$ cat src/rtl/drac_pkg.sv
// drac_pkg: shared types and sizes for the fetch-stage icache responder.
//   FETCH_ADDR_W   virtual fetch address width
//   ICACHE_LINE_W  icache line width in bits
//   ICACHE_OFF_W   byte-offset bits inside one line
//   icache_line_t  one icache line
//   fetch_resp_state_t  responder FSM states
//   fetch_resp_t   registered response to fetch stage 2
package drac_pkg;

  localparam int FETCH_ADDR_W  = 40;
  localparam int ICACHE_LINE_W = 128;
  localparam int ICACHE_OFF_W  = $clog2(ICACHE_LINE_W / 8);

  typedef logic [ICACHE_LINE_W-1:0] icache_line_t;

  typedef enum logic [1:0] {
    IDLE,
    REQ,
    WAIT,
    DROP
  } fetch_resp_state_t;

  typedef struct packed {
    logic                    valid;
    logic [31:0]             instr;
    logic [FETCH_ADDR_W-1:0] vaddr;
    logic                    xcpt;
  } fetch_resp_t;

endpackage

$ cat src/rtl/fetch_line_buffer.sv
// fetch_line_buffer: single-line fetch buffer with tag compare and word select.
//   clk_i, rstn_i   clock, async active-low reset
//   clr_i           invalidate the line (wins over a same-cycle fill)
//   fill_i          load fill_tag_i / fill_data_i / fill_xcpt_i
//   lookup_tag_i    tag of the current fetch address
//   lookup_sel_i    32-bit word index inside the line
//   match_o         line valid and tag equal
//   word_o          selected instruction word
//   xcpt_o          line was filled with an access fault
module fetch_line_buffer
  import drac_pkg::*;
#(
  parameter int LINE_W = ICACHE_LINE_W,
  parameter int OFF_W  = ICACHE_OFF_W,
  parameter int TAG_W  = FETCH_ADDR_W - ICACHE_OFF_W
) (
  input  logic              clk_i,
  input  logic              rstn_i,
  input  logic              clr_i,
  input  logic              fill_i,
  input  logic [TAG_W-1:0]  fill_tag_i,
  input  logic [LINE_W-1:0] fill_data_i,
  input  logic              fill_xcpt_i,
  input  logic [TAG_W-1:0]  lookup_tag_i,
  input  logic [OFF_W-3:0]  lookup_sel_i,
  output logic              match_o,
  output logic [31:0]       word_o,
  output logic              xcpt_o
);

  logic              valid_q;
  logic [TAG_W-1:0]  tag_q;
  logic [LINE_W-1:0] data_q;
  logic              xcpt_q;

  always_ff @(posedge clk_i or negedge rstn_i) begin
    if (!rstn_i) begin
      valid_q <= 1'b0;
      tag_q   <= '0;
      data_q  <= '0;
      xcpt_q  <= 1'b0;
    end else if (clr_i) begin
      valid_q <= 1'b0;
    end else if (fill_i) begin
      valid_q <= 1'b1;
      tag_q   <= fill_tag_i;
      data_q  <= fill_data_i;
      xcpt_q  <= fill_xcpt_i;
    end
  end

  assign match_o = valid_q & (tag_q == lookup_tag_i);
  assign word_o  = data_q[{lookup_sel_i, 5'b00000} +: 32];
  assign xcpt_o  = xcpt_q;

endmodule

$ cat src/rtl/icache_fetch_responder.sv
// icache_fetch_responder: serves fetch-stage-1 requests from a one-line
// buffer, fills the buffer from the icache on a miss and returns a registered
// instruction (or access fault) to fetch stage 2.
//   clk_i, rstn_i                 clock, async active-low reset
//   req_*_i                       fetch request and invalidation controls
//   stall_o                       fetch must hold its PC
//   icache_req_valid/vaddr_o, icache_req_ready_i   line request handshake
//   icache_kill_o                 abort an outstanding fill
//   icache_invalidate_o           registered flush pulse to the icache
//   icache_resp_valid/data/xcpt_i line fill from the icache
//   resp_valid/instr/vaddr/xcpt_o response to fetch stage 2
//   hit_cnt_o, miss_cnt_o         only with ICACHE_FETCH_PERF_EN defined
//
// state | meaning
// IDLE  | serving hits from the buffer, a miss starts a line request
// REQ   | line request presented, waiting for icache ready
// WAIT  | request accepted, waiting for the fill
// DROP  | fill aborted, swallowing the one response still in flight
module icache_fetch_responder
  import drac_pkg::*;
#(
  parameter int ADDR_W = FETCH_ADDR_W,
  parameter int LINE_W = ICACHE_LINE_W
) (
  input  logic              clk_i,
  input  logic              rstn_i,
  input  logic              req_valid_i,
  input  logic [ADDR_W-1:0] req_vaddr_i,
  input  logic              req_invalidate_icache_i,
  input  logic              req_invalidate_buffer_i,
  input  logic              req_inval_fetch_i,
  output logic              stall_o,
  output logic              icache_req_valid_o,
  output logic [ADDR_W-1:0] icache_req_vaddr_o,
  input  logic              icache_req_ready_i,
  output logic              icache_kill_o,
  output logic              icache_invalidate_o,
  input  logic              icache_resp_valid_i,
  input  logic [LINE_W-1:0] icache_resp_data_i,
  input  logic              icache_resp_xcpt_i,
  output logic              resp_valid_o,
  output logic [31:0]       resp_instr_o,
  output logic [ADDR_W-1:0] resp_vaddr_o,
  output logic              resp_xcpt_o
`ifdef ICACHE_FETCH_PERF_EN
  ,
  output logic [31:0]       hit_cnt_o,
  output logic [31:0]       miss_cnt_o
`endif
);

  localparam int OFF_W = $clog2(LINE_W / 8);
  localparam int TAG_W = ADDR_W - OFF_W;

  fetch_resp_state_t state_q, state_d;
  logic [TAG_W-1:0]  tag_q, tag_d;
  fetch_resp_t       resp_q, resp_d;
  logic              inval_q;

  logic              buf_clr;
  logic              buf_fill;
  logic              buf_match;
  logic [31:0]       buf_word;
  logic              buf_xcpt;
  logic              hit;

  // Either invalidation hides the buffer in the same cycle and clears it.
  assign buf_clr = req_invalidate_buffer_i | req_invalidate_icache_i;
  assign hit     = buf_match & ~buf_clr;

  fetch_line_buffer #(
    .LINE_W (LINE_W),
    .OFF_W  (OFF_W),
    .TAG_W  (TAG_W)
  ) u_line_buffer (
    .clk_i        (clk_i),
    .rstn_i       (rstn_i),
    .clr_i        (buf_clr),
    .fill_i       (buf_fill),
    .fill_tag_i   (tag_q),
    .fill_data_i  (icache_resp_data_i),
    .fill_xcpt_i  (icache_resp_xcpt_i),
    .lookup_tag_i (req_vaddr_i[ADDR_W-1:OFF_W]),
    .lookup_sel_i (req_vaddr_i[OFF_W-1:2]),
    .match_o      (buf_match),
    .word_o       (buf_word),
    .xcpt_o       (buf_xcpt)
  );

  always_comb begin
    state_d            = state_q;
    tag_d              = tag_q;
    resp_d             = '0;
    stall_o            = 1'b0;
    icache_req_valid_o = 1'b0;
    icache_kill_o      = 1'b0;
    buf_fill           = 1'b0;
    unique case (state_q)
      IDLE: begin
        if (req_valid_i) begin
          if (hit) begin
            resp_d.valid = 1'b1;
            resp_d.instr = buf_xcpt ? 32'h0 : buf_word;
            resp_d.vaddr = req_vaddr_i;
            resp_d.xcpt  = buf_xcpt;
          end else begin
            stall_o = 1'b1;
            tag_d   = req_vaddr_i[ADDR_W-1:OFF_W];
            state_d = REQ;
          end
        end
      end
      REQ: begin
        stall_o = 1'b1;
        // A retry withdraws valid so no handshake can complete this cycle.
        if (req_inval_fetch_i) begin
          state_d = IDLE;
        end else begin
          icache_req_valid_o = 1'b1;
          if (icache_req_ready_i) state_d = WAIT;
        end
      end
      WAIT: begin
        stall_o = 1'b1;
        if (icache_resp_valid_i) begin
          buf_fill = ~req_inval_fetch_i;
          state_d  = IDLE;
        end else if (req_inval_fetch_i) begin
          icache_kill_o = 1'b1;
          state_d       = DROP;
        end
      end
      DROP: begin
        stall_o = 1'b1;
        if (icache_resp_valid_i) state_d = IDLE;
      end
      default: state_d = IDLE;
    endcase
  end

  always_ff @(posedge clk_i or negedge rstn_i) begin
    if (!rstn_i) begin
      state_q <= IDLE;
      tag_q   <= '0;
      resp_q  <= '0;
      inval_q <= 1'b0;
    end else begin
      state_q <= state_d;
      tag_q   <= tag_d;
      resp_q  <= resp_d;
      inval_q <= req_invalidate_icache_i;
    end
  end

  assign icache_req_vaddr_o  = icache_req_valid_o ? {tag_q, {OFF_W{1'b0}}} : '0;
  assign icache_invalidate_o = inval_q;
  assign resp_valid_o        = resp_q.valid;
  assign resp_instr_o        = resp_q.instr;
  assign resp_vaddr_o        = resp_q.vaddr;
  assign resp_xcpt_o         = resp_q.xcpt;

`ifdef ICACHE_FETCH_PERF_EN
  logic [31:0] hit_cnt_q, miss_cnt_q;

  always_ff @(posedge clk_i or negedge rstn_i) begin
    if (!rstn_i) begin
      hit_cnt_q  <= '0;
      miss_cnt_q <= '0;
    end else begin
      if (resp_q.valid) hit_cnt_q <= hit_cnt_q + 32'd1;
      if ((state_q == IDLE) && (state_d == REQ)) miss_cnt_q <= miss_cnt_q + 32'd1;
    end
  end

  assign hit_cnt_o  = hit_cnt_q;
  assign miss_cnt_o = miss_cnt_q;
`endif

endmodule

$ cat config.mk
export PLATFORM = sky130hd
export DESIGN_NAME = icache_fetch_responder
export DESIGN_NICKNAME = d
export VERILOG_FILES = /design/src/rtl/drac_pkg.sv /design/src/rtl/fetch_line_buffer.sv /design/src/rtl/icache_fetch_responder.sv
export SDC_FILE = /design/constraint.sdc
export NUM_CORES = 1
export LEC_CHECK = 0
export ABC_AREA = 1
export BUFFER_PORTS_ARGS = -buffer_cell sky130_fd_sc_hd__buf_4
export CAP_MARGIN = 20
export CORE_UTILIZATION = 35
export CTS_BUF_LIST = sky130_fd_sc_hd__clkbuf_8
export CTS_CLUSTER_SIZE = 14
export DETAILED_ROUTE_END_ITERATION = 10
export SKIP_LAST_GASP = 1
export SLEW_MARGIN = 10
export SYNTH_ARGS = -nofsm -noshare
export SYNTH_HDL_FRONTEND = slang
export SYNTH_SLANG_ARGS = --single-unit
$ cat constraint.sdc
create_clock -name clk_i -period 2.1 [get_ports clk_i]
set_input_delay 0 -clock clk_i [delete_from_list [all_inputs] [get_ports clk_i]]
set_output_delay 0 -clock clk_i [all_outputs]
set_load 0.05 [all_outputs]
======== Yosys cells after proc, flatten, opt, wreduce, memory -nomap -nowiden ========
Cells that the tools add are included.
storage, ports and cells
  input bits .............................. 177
  output and inout port bits .............. 118
  word-level logic and storage cells ...... 58
  bits in registers ....................... 279
cells by class
  shifts and indexed selects .............. 1
  muxes and demuxes ....................... 25
  eq/ne operators ......................... 9
  reductions and logical operators ........ 6
  bitwise gates (word level) .............. 6
operators by type and width
  operator                                       number
  2-to-1 mux 74 bit                              3
  indexed part select 128 x 8 -> 32 bit          1
  2-to-1 mux 40 bit                              1
  == test 36 bit                                 1
  2-to-1 mux 32 bit                              1
  2-to-1 mux 2 bit                               7
  2-to-1 mux 1 bit                               11
  one-hot mux 2 bit (4 select lines)             1
  != test 2 bit, second input constant           3
  != test 3 bit, second input constant           2
  AND reduction 5 bit                            1
  == test 2 bit, second input constant           2
  inverter 1 bit                                 3
  AND reduction 3 bit                            1
  OR reduction 3 bit                             1
  AND 1 bit                                      2
  == test 2 x 1 -> 1 bit, second input constant  1
  logical NOT 2 bit                              1
  one-hot mux 1 bit (2 select lines)             1
  AND reduction 2 bit                            1
  nonzero test 2 bit                             1
  OR 1 bit                                       1

======== Depth between registers and ports, before layout ========
Gate-level depths: netlist (run 1).
  word-level depth ........................ 6
  gate-level depth with buffers ........... 13
  mapped depth without buffers ............ 12

======== Modules after synthesis ========
Synthesis (run 1) repeated with hierarchy kept, for this count alone.
unflattened totals
  cells, all modules ...................... 1175
  area total of the unflattened synthesis .. 12472.0 um^2
by module, submodules not included
  module                  cells each  area each (um^2)  instances  seq. area each (um^2)
  fetch_line_buffer       708         8116.5            1          4154.0
  icache_fetch_responder  467         4355.4            1          2827.7

======== Worst setup path before layout (run 1) ========
Ideal clock, no wire load.
  path type ............................... reg-to-output
  start point ............................. register state_q[0]
  end point ............................... output icache_req_vaddr_o[10]
  stages on the path, launching flop included .. 7
  path buffers ............................ 2
  data arrival time ....................... 2778 ps
  setup slack ............................. -678 ps
  cells stage by stage .................... dfrtp_1 > inv_1 > nor3_1 > inv_1 > clkbuf_1 > clkbuf_1 > nor2_1
on the way
  cells in the longest elaborated chain, start to end .. 3
RTL lines
  item                          RTL line                       source
  start, declared               icache_fetch_responder.sv:55   fetch_resp_state_t state_q, state_d;
  start signal, assigned        icache_fetch_responder.sv:148  state_q <= state_d;
  == test 2 x 1 -> 1 bit        icache_fetch_responder.sv:98   unique case (state_q)
  2-to-1 mux 1 bit              icache_fetch_responder.sv:98
  named net icache_req_valid_o  icache_fetch_responder.sv:33   output logic icache_req_valid_o,
  2-to-1 mux 40 bit             icache_fetch_responder.sv:155  assign icache_req_vaddr_o = icache_req_valid_o ? {tag_q, {OFF_W{1'b0}}} : '0;
  end, declared                 icache_fetch_responder.sv:34   output logic [ADDR_W-1:0] icache_req_vaddr_o,
The timed path passes the listed nets, and every way through them passes these cells.

======== Worst setup path after layout (run 1) ========
  start point ............................. register u_line_buffer.tag_q[1]
  end point ............................... output stall_o
on the way
  cells in the longest elaborated chain, start to end .. 6
RTL lines
  item                                RTL line                       source
  start, declared                     fetch_line_buffer.sv:32        logic [TAG_W-1:0] tag_q;
  start signal, assigned              fetch_line_buffer.sv:46        tag_q <= fill_tag_i;
  == test 36 bit                      fetch_line_buffer.sv:52        assign match_o = valid_q & (tag_q == lookup_tag_i);
  AND 1 bit                           fetch_line_buffer.sv:52
  AND 1 bit                           icache_fetch_responder.sv:69   assign hit = buf_match & ~buf_clr;
  2-to-1 mux 1 bit                    icache_fetch_responder.sv:101  if (hit) begin
  2-to-1 mux 1 bit                    icache_fetch_responder.sv:100  if (req_valid_i) begin
  one-hot mux 1 bit (2 select lines)  icache_fetch_responder.sv:98
  end, declared                       icache_fetch_responder.sv:32   output logic stall_o,
Every way passes these cells.

==> results.cfg, run 1 <==
[clock_tree]
cts_sinks = 279
h-tree-depth = 2
root_buffer = clkbuf_8
clock_latency_ns = 0.59
cts.reportedPaths.clkPinSlew_ns = 0.06
clockBufferDepth = 3
cts_inserted_buffers = 48
tritoncts = yes

[critical_path]
reg2reg_depth = 12
r2r-start = u_line_buffer.tag_q[1]$_DFFE_PN0P_
worst_setup_path_start_kind = flip-flop
cpMostUsedCell = nand2_1
cp_slowest_stage_delay_ns = 0.39
critPathArrivalTime_ns = 2.07
worst-path-buf-inv = 1
r2r_setup_slack_ns = 0.12
worstSetupPathType = reg -> out
path_cells = nand2_1, nand2_1, nor2_2, nand2_1, nor2_1, nand3_2, nor2b_4, o21ai_2, buf_6
r2r-end = resp_instr_o[26]$_DFF_PN0_
required_ns = 2.10
timing.critical_path.max_delay_family = simple AND/OR/NAND/NOR gates
critical_path.endpoint_type = primary output
cp_slowest_cell = dfrtp_1
crit_path_max_fanout = 3

[power]
irDropWorstVdd_v = 0.0006236
p_leak_nw = 9.049
powerDensity_mw_per_mm2 = 1065
finalPower_mw = 18.89

[synth]
synth_area_leaders = dfrtp_1 58%, mux2_2 12%, nand2_1 8.4%
ys_ff_latch = 279
yosysSeqAreaShare_pct = 58.25
ys.warnings.count = 0
synth_top_area_share_pct = 58.25
syn_avg_cell_area_um2 = 10.07
syn_area_mm2 = 0.01199
synth.largest_area_cell = dfrtp_1
ys_types = 29
syn_inst = 1190

[timing]
rsz0062_at_grt = true
setup_violations = 0
drv_slew = 0
final-hold-violation-count = 0
fin_crit_ns = 2.069
setup_tns_ns = 0
fin_crit_sh_pct = 98.54
skew_ns = 0.03760
max_freq_ghz = 0.4832

[finish]
utilization_pct = 52.75
final_nets = 1862
finalNonFillerCells = 2170
layout_commonest_cell = buf_4
syn2layout_area_growth_pct = 47.96
design_area_mm2 = 0.01773
final_cell_mix = 307 x buf_4, 279 x dfrtp_1, 264 x nand2_1
drive_gt1_share_pct = 34.40
fillers = 2963

[global_routing]
grt_pass1_vias = 10690
grt_pass1_wl_mm = 56.43
antenna_found_initial = 1
grt_use_total_pct = 20.36
grt_remaining_overflow = 0
grt_max_degree = 81

[floorplan]
pin_count = 295
die-width_um = 187.1
initial_core_util_pct = 35.65
die_h_um = 187.1
die_area_mm2 = 0.03499
fp-row-count = 67
core_mm2 = 0.03362

[detailed_routing]
ant_nets = 0
drt_first_pass_iters = 5
routedWlPerCell_um = 16.38
vias = 10110
drt_wl_total_mm = 35.55
post_drt_via_cell_ratio = 4.659
drc = 0
dr.first_iter.drc_count = 531

[place]
placed_cells = 1896
io_buffers = 290
place_congestion = 0.8540
dpl-instance-area_mm2 = 0.01481
place_hpwl_mm = 22.51

[outcome]
outcome = completed

[min_path]
min_path_type = in -> async

[job]
drv_cap = 0
## layout make-up
class                   count  area, um2  share of cell area (%)
multi-input cells         735       4323                   24.38
repair buffers            506       4467                   25.19
inverters                 115      434.2                   2.448
well taps                 448      560.5                   3.161
diodes                      1      2.502                 0.01411
clock buffers              59      812.0                   4.579
clock inverters            27      152.6                  0.8608
flip-flops and latches    279       6982                   39.37
## worst min-delay path, stage by stage
cell and delay, ns:
dlygate4sd3_1 0.56, buf_8 0.21, buf_4 0.25
## synth_stat cells, drive strengths merged
cell    instances
inv           115
nand3           8
conb            1
nand2         279
dfrtp         279
mux2          128
xor2            7
a21oi          34
or2             2
nor2          153
nand4           5
a32o           32
buf            39
clkbuf         26
o221a           1
xnor2           2
nor2b           1
o21ai          76
nor3            2
## power breakdown
part	internal [mW]	switching, mW	total (mW)
Clock	2.66	2.26	4.92
Combinational	2.69	2.90	5.59
Sequential	7.29	1.09	8.38
Total	12.6	6.26	18.9
## logic make-up after synthesis
group                     Yosys count  share of synthesized area (%)
and+or+nand+nor                   450                          14.81
DFF                               279                          58.25
buffers and inverters             180                          6.420
AOI/OAI and AO/OA                 143                          7.798
muxes                             128                          12.03
xor gates and xnor gates            9                         0.6577
other                               1                        0.03129
## registers in the layout, summed over array words and instances (netlist names)
register               count
resp_xcpt_o                1
u_line_buffer.valid_q      1
state_q                    2
resp_instr_o              32
u_line_buffer.xcpt_o       1
icache_invalidate_o        1
u_line_buffer.tag_q       36
resp_valid_o               1
u_line_buffer.data_q     128
resp_vaddr_o              40
tag_q                     36
## what timing repair did
item                                    CTS  global route
cloned                                    0             1
endpoints found under the setup margin   28            26
setup buffers                             2             6
hold endpoints to repair                499             0
gates resized for setup                  15            14
hold buffers                            178             0
pin swaps                                 3             6
## how the worst max path moves through the flow
stage                                             start                          to  slack [ns]  cells past startpoint
finish               u_line_buffer.tag_q[1]$_DFFE_PN0P_                     stall_o        0.03                      9
global route        u_line_buffer.tag_q[35]$_DFFE_PN0P_                     stall_o       -0.10                      9
CTS                 u_line_buffer.tag_q[35]$_DFFE_PN0P_                     stall_o       0.008                      9
detailed placement  u_line_buffer.tag_q[34]$_DFFE_PN0P_        tag_q[2]$_DFFE_PN0P_        0.25                     13
global placement    u_line_buffer.tag_q[22]$_DFFE_PN0P_  resp_vaddr_o[15]$_DFF_PN0_        0.26                      9
floorplan                        state_q[1]$_DFFE_PN0P_      icache_req_vaddr_o[10]       -0.21                      5
## through the flow
stage	hold slack, ns	setup slack, ns
2_1_floorplan	-0.2956	-0.2071
6_report	0.1047	0.03061
5_1_grt	0.06340	-0.1048
3_5_place_dp	-0.02745	0.2533
3_3_place_gp	-0.02612	0.2622
4_1_cts	0.06755	0.007560
## routing by layer
layer,global-route usage [%],share of wire (%)
met2,34.41,49
met4,8.165,3.1
met5,0,0
met1,25.91,44
met3,3.508,4.6
No activity file was read; power rests on OpenSTA's default activity.
==> run 2, diff against run 1 <==
--- a/config.mk
+++ b/config.mk
@@ -6,12 +6,12 @@
 export NUM_CORES = 1
 export LEC_CHECK = 0
 export ABC_AREA = 1
-export BUFFER_PORTS_ARGS = -buffer_cell sky130_fd_sc_hd__buf_4
 export CAP_MARGIN = 20
 export CORE_UTILIZATION = 35
 export CTS_BUF_LIST = sky130_fd_sc_hd__clkbuf_8
 export CTS_CLUSTER_SIZE = 14
 export DETAILED_ROUTE_END_ITERATION = 10
+export DONT_BUFFER_PORTS = 1
 export SKIP_LAST_GASP = 1
 export SLEW_MARGIN = 10
 export SYNTH_ARGS = -nofsm -noshare
==> results.cfg, run 2 (synthesis gave the netlist of run 1 again) <==
[floorplan]
die_area_mm2 = 0.03499
die-width_um = 187.1
core_mm2 = 0.03362
die_h_um = 187.1
fp-row-count = 67
pin_count = 295
initial_core_util_pct = 35.65

[clock_tree]
clock_latency_ns = 0.60
h-tree-depth = 2
cts.reportedPaths.clkPinSlew_ns = 0.06
clockBufferDepth = 3
cts_inserted_buffers = 49
cts_sinks = 279
tritoncts = yes
root_buffer = clkbuf_8
hold_buffers = 199

[global_routing]
grt_max_degree = 280
grt_pass1_vias = 9724
grt_use_total_pct = 19.40
antenna_found_initial = 4
grt_remaining_overflow = 0
grt_pass1_wl_mm = 53.52

[detailed_routing]
drc = 0
post_drt_via_cell_ratio = 4.821
drt_wl_total_mm = 33.69
vias = 9295
routedWlPerCell_um = 17.48
ant_nets = 0
dr.first_iter.drc_count = 434
drt_first_pass_iters = 5

[critical_path]
critPathArrivalTime_ns = 2.02
r2r_setup_slack_ns = 0.09
critical_path.endpoint_type = primary output
crit_path_max_fanout = 2
required_ns = 2.10
cp_slowest_stage_delay_ns = 0.39
worstSetupPathType = reg -> out
r2r-end = u_line_buffer.data_q[57]$_DFFE_PN0P_
worst_setup_path_start_kind = flip-flop
r2r-start = state_q[0]$_DFFE_PN0P_
path_cells = xor2_1, nor2_1, nand2_1, nor2_2, nand3_2, nor2b_4, o21ai_2, buf_6
cp_slowest_cell = dfrtp_1
reg2reg_depth = 6

[outcome]
violations = negative hold slack
outcome = complete, but fails checks

[finish]
finalNonFillerCells = 1928
syn2layout_area_growth_pct = 32.50
utilization_pct = 47.24
final_nets = 1619
fillers = 3023
layout_commonest_cell = dfrtp_1
design_area_mm2 = 0.01588
largest_reg_flops = 128
final_cell_mix = 279 x dfrtp_1, 263 x nand2_1, 198 x dlygate4sd3_1
regMostFlops = u_line_buffer.data_q
drive_gt1_share_pct = 22.02

[power]
irDropWorstVdd_v = 0.0006041
finalPower_mw = 18.90
powerDensity_mw_per_mm2 = 1190
p_leak_nw = 7.823

[timing]
final-hold-violation-count = 279
drv_slew = 0
worst_hold_slack_ns = -0.8942
skew_ns = 0.02770
fin_crit_ns = 2.023
layout_setup_ws_ns = 0.07650
rsz0062_at_grt = true
setup_tns_ns = 0
relSlewSlack_pct = 53.43
worst_slew_pin_slew_ns = 0.6986
fin_crit_sh_pct = 96.36
setup_violations = 0
max_freq_ghz = 0.4942

[place]
io_buffers = 0
place_hpwl_mm = 20.58
pre_cts_ws_ns = 0.2189
place_congestion = 0.8419
dpl-instance-area_mm2 = 0.01280
placed_cells = 1637

[job]
drv_cap = 0

[min_path]
min_path_type = in -> async
-- run 2: changes by cell type in the layout (fill, tap and decap cells not counted), sizes merged --
cell         delta
dlygate4sd3    +21
bufinv          +1
clkinvlp        -2
buf           -264
inv             -1
diode           +3
nand2           -1
clkinv          +1
-- run 2: cell type report --
| class | instances | area, um2 | share of cell area (%) |
|---|---|---|---|
| Clock buffer | 59 | 812.0 | 5.113 |
| Sequential cell | 279 | 6982 | 43.96 |
| Tap cell | 448 | 560.5 | 3.530 |
| Clock inverter | 26 | 162.7 | 1.024 |
| Timing Repair Buffer | 263 | 2614 | 16.46 |
| Antenna cell | 4 | 10.01 | 0.06303 |
| Inverter | 115 | 434.2 | 2.734 |
| Multi-Input combinational cell | 734 | 4305 | 27.11 |
-- run 2: what timing repair did --
action | CTS | global route
pin swaps | 1 | 9
buffers inserted | 1 | 3
endpoints found under the hold margin | 522 | 279
gates resized for setup | 8 | 15
setup endpoints to repair | 19 | 2
-- run 2: report_power, final --
| part | switching [mW] | internal (mW) | total [mW] |
|---|---|---|---|
| Sequential | 1.11 | 7.29 | 8.40 |
| Clock | 2.27 | 2.78 | 5.05 |
| Combinational | 2.77 | 2.68 | 5.45 |
| Total | 6.15 | 12.7 | 18.9 |
-- run 2: worst max-delay path by stage --
| stage | from | endpoint | slack, ns | cells after the start |
|---|---|---|---|---|
| 6_report | u_line_buffer.tag_q[17]$_DFFE_PN0P_ | stall_o | 0.08 | 8 |
| 5_1_grt | u_line_buffer.tag_q[17]$_DFFE_PN0P_ | stall_o | -0.04 | 8 |
| 3_3_place_gp | u_line_buffer.tag_q[22]$_DFFE_PN0P_ | resp_vaddr_o[21]$_DFF_PN0_ | 0.24 | 9 |
| 3_5_place_dp | u_line_buffer.tag_q[26]$_DFFE_PN0P_ | resp_vaddr_o[21]$_DFF_PN0_ | 0.22 | 10 |
| 4_1_cts | u_line_buffer.tag_q[25]$_DFFE_PN0P_ | stall_o | -0.04 | 9 |
| 2_1_floorplan | state_q[1]$_DFFE_PN0P_ | icache_req_vaddr_o[10] | -0.21 | 5 |
-- run 2: layer usage --
metal	vias up	share of wire (%)	wire length (um)	global-route usage, %
met1	4571	41	13980	24.24
met2	307	49	16460	31.59
met4	0	3.8	1290	9.552
li1	4336	-	-	-
met5	-	0	0	0
met3	81	5.8	1967	4.503
-- run 2: worst max-delay path, delay by kind of cell, from the launching register on --
kind,cells,cell delay (ns)
and+or+nand+nor,5,0.63
DFF,1,0.39
xor gates and xnor gates,1,0.17
buffers and inverters,1,0.17
AOI/OAI and AO/OA,1,0.06
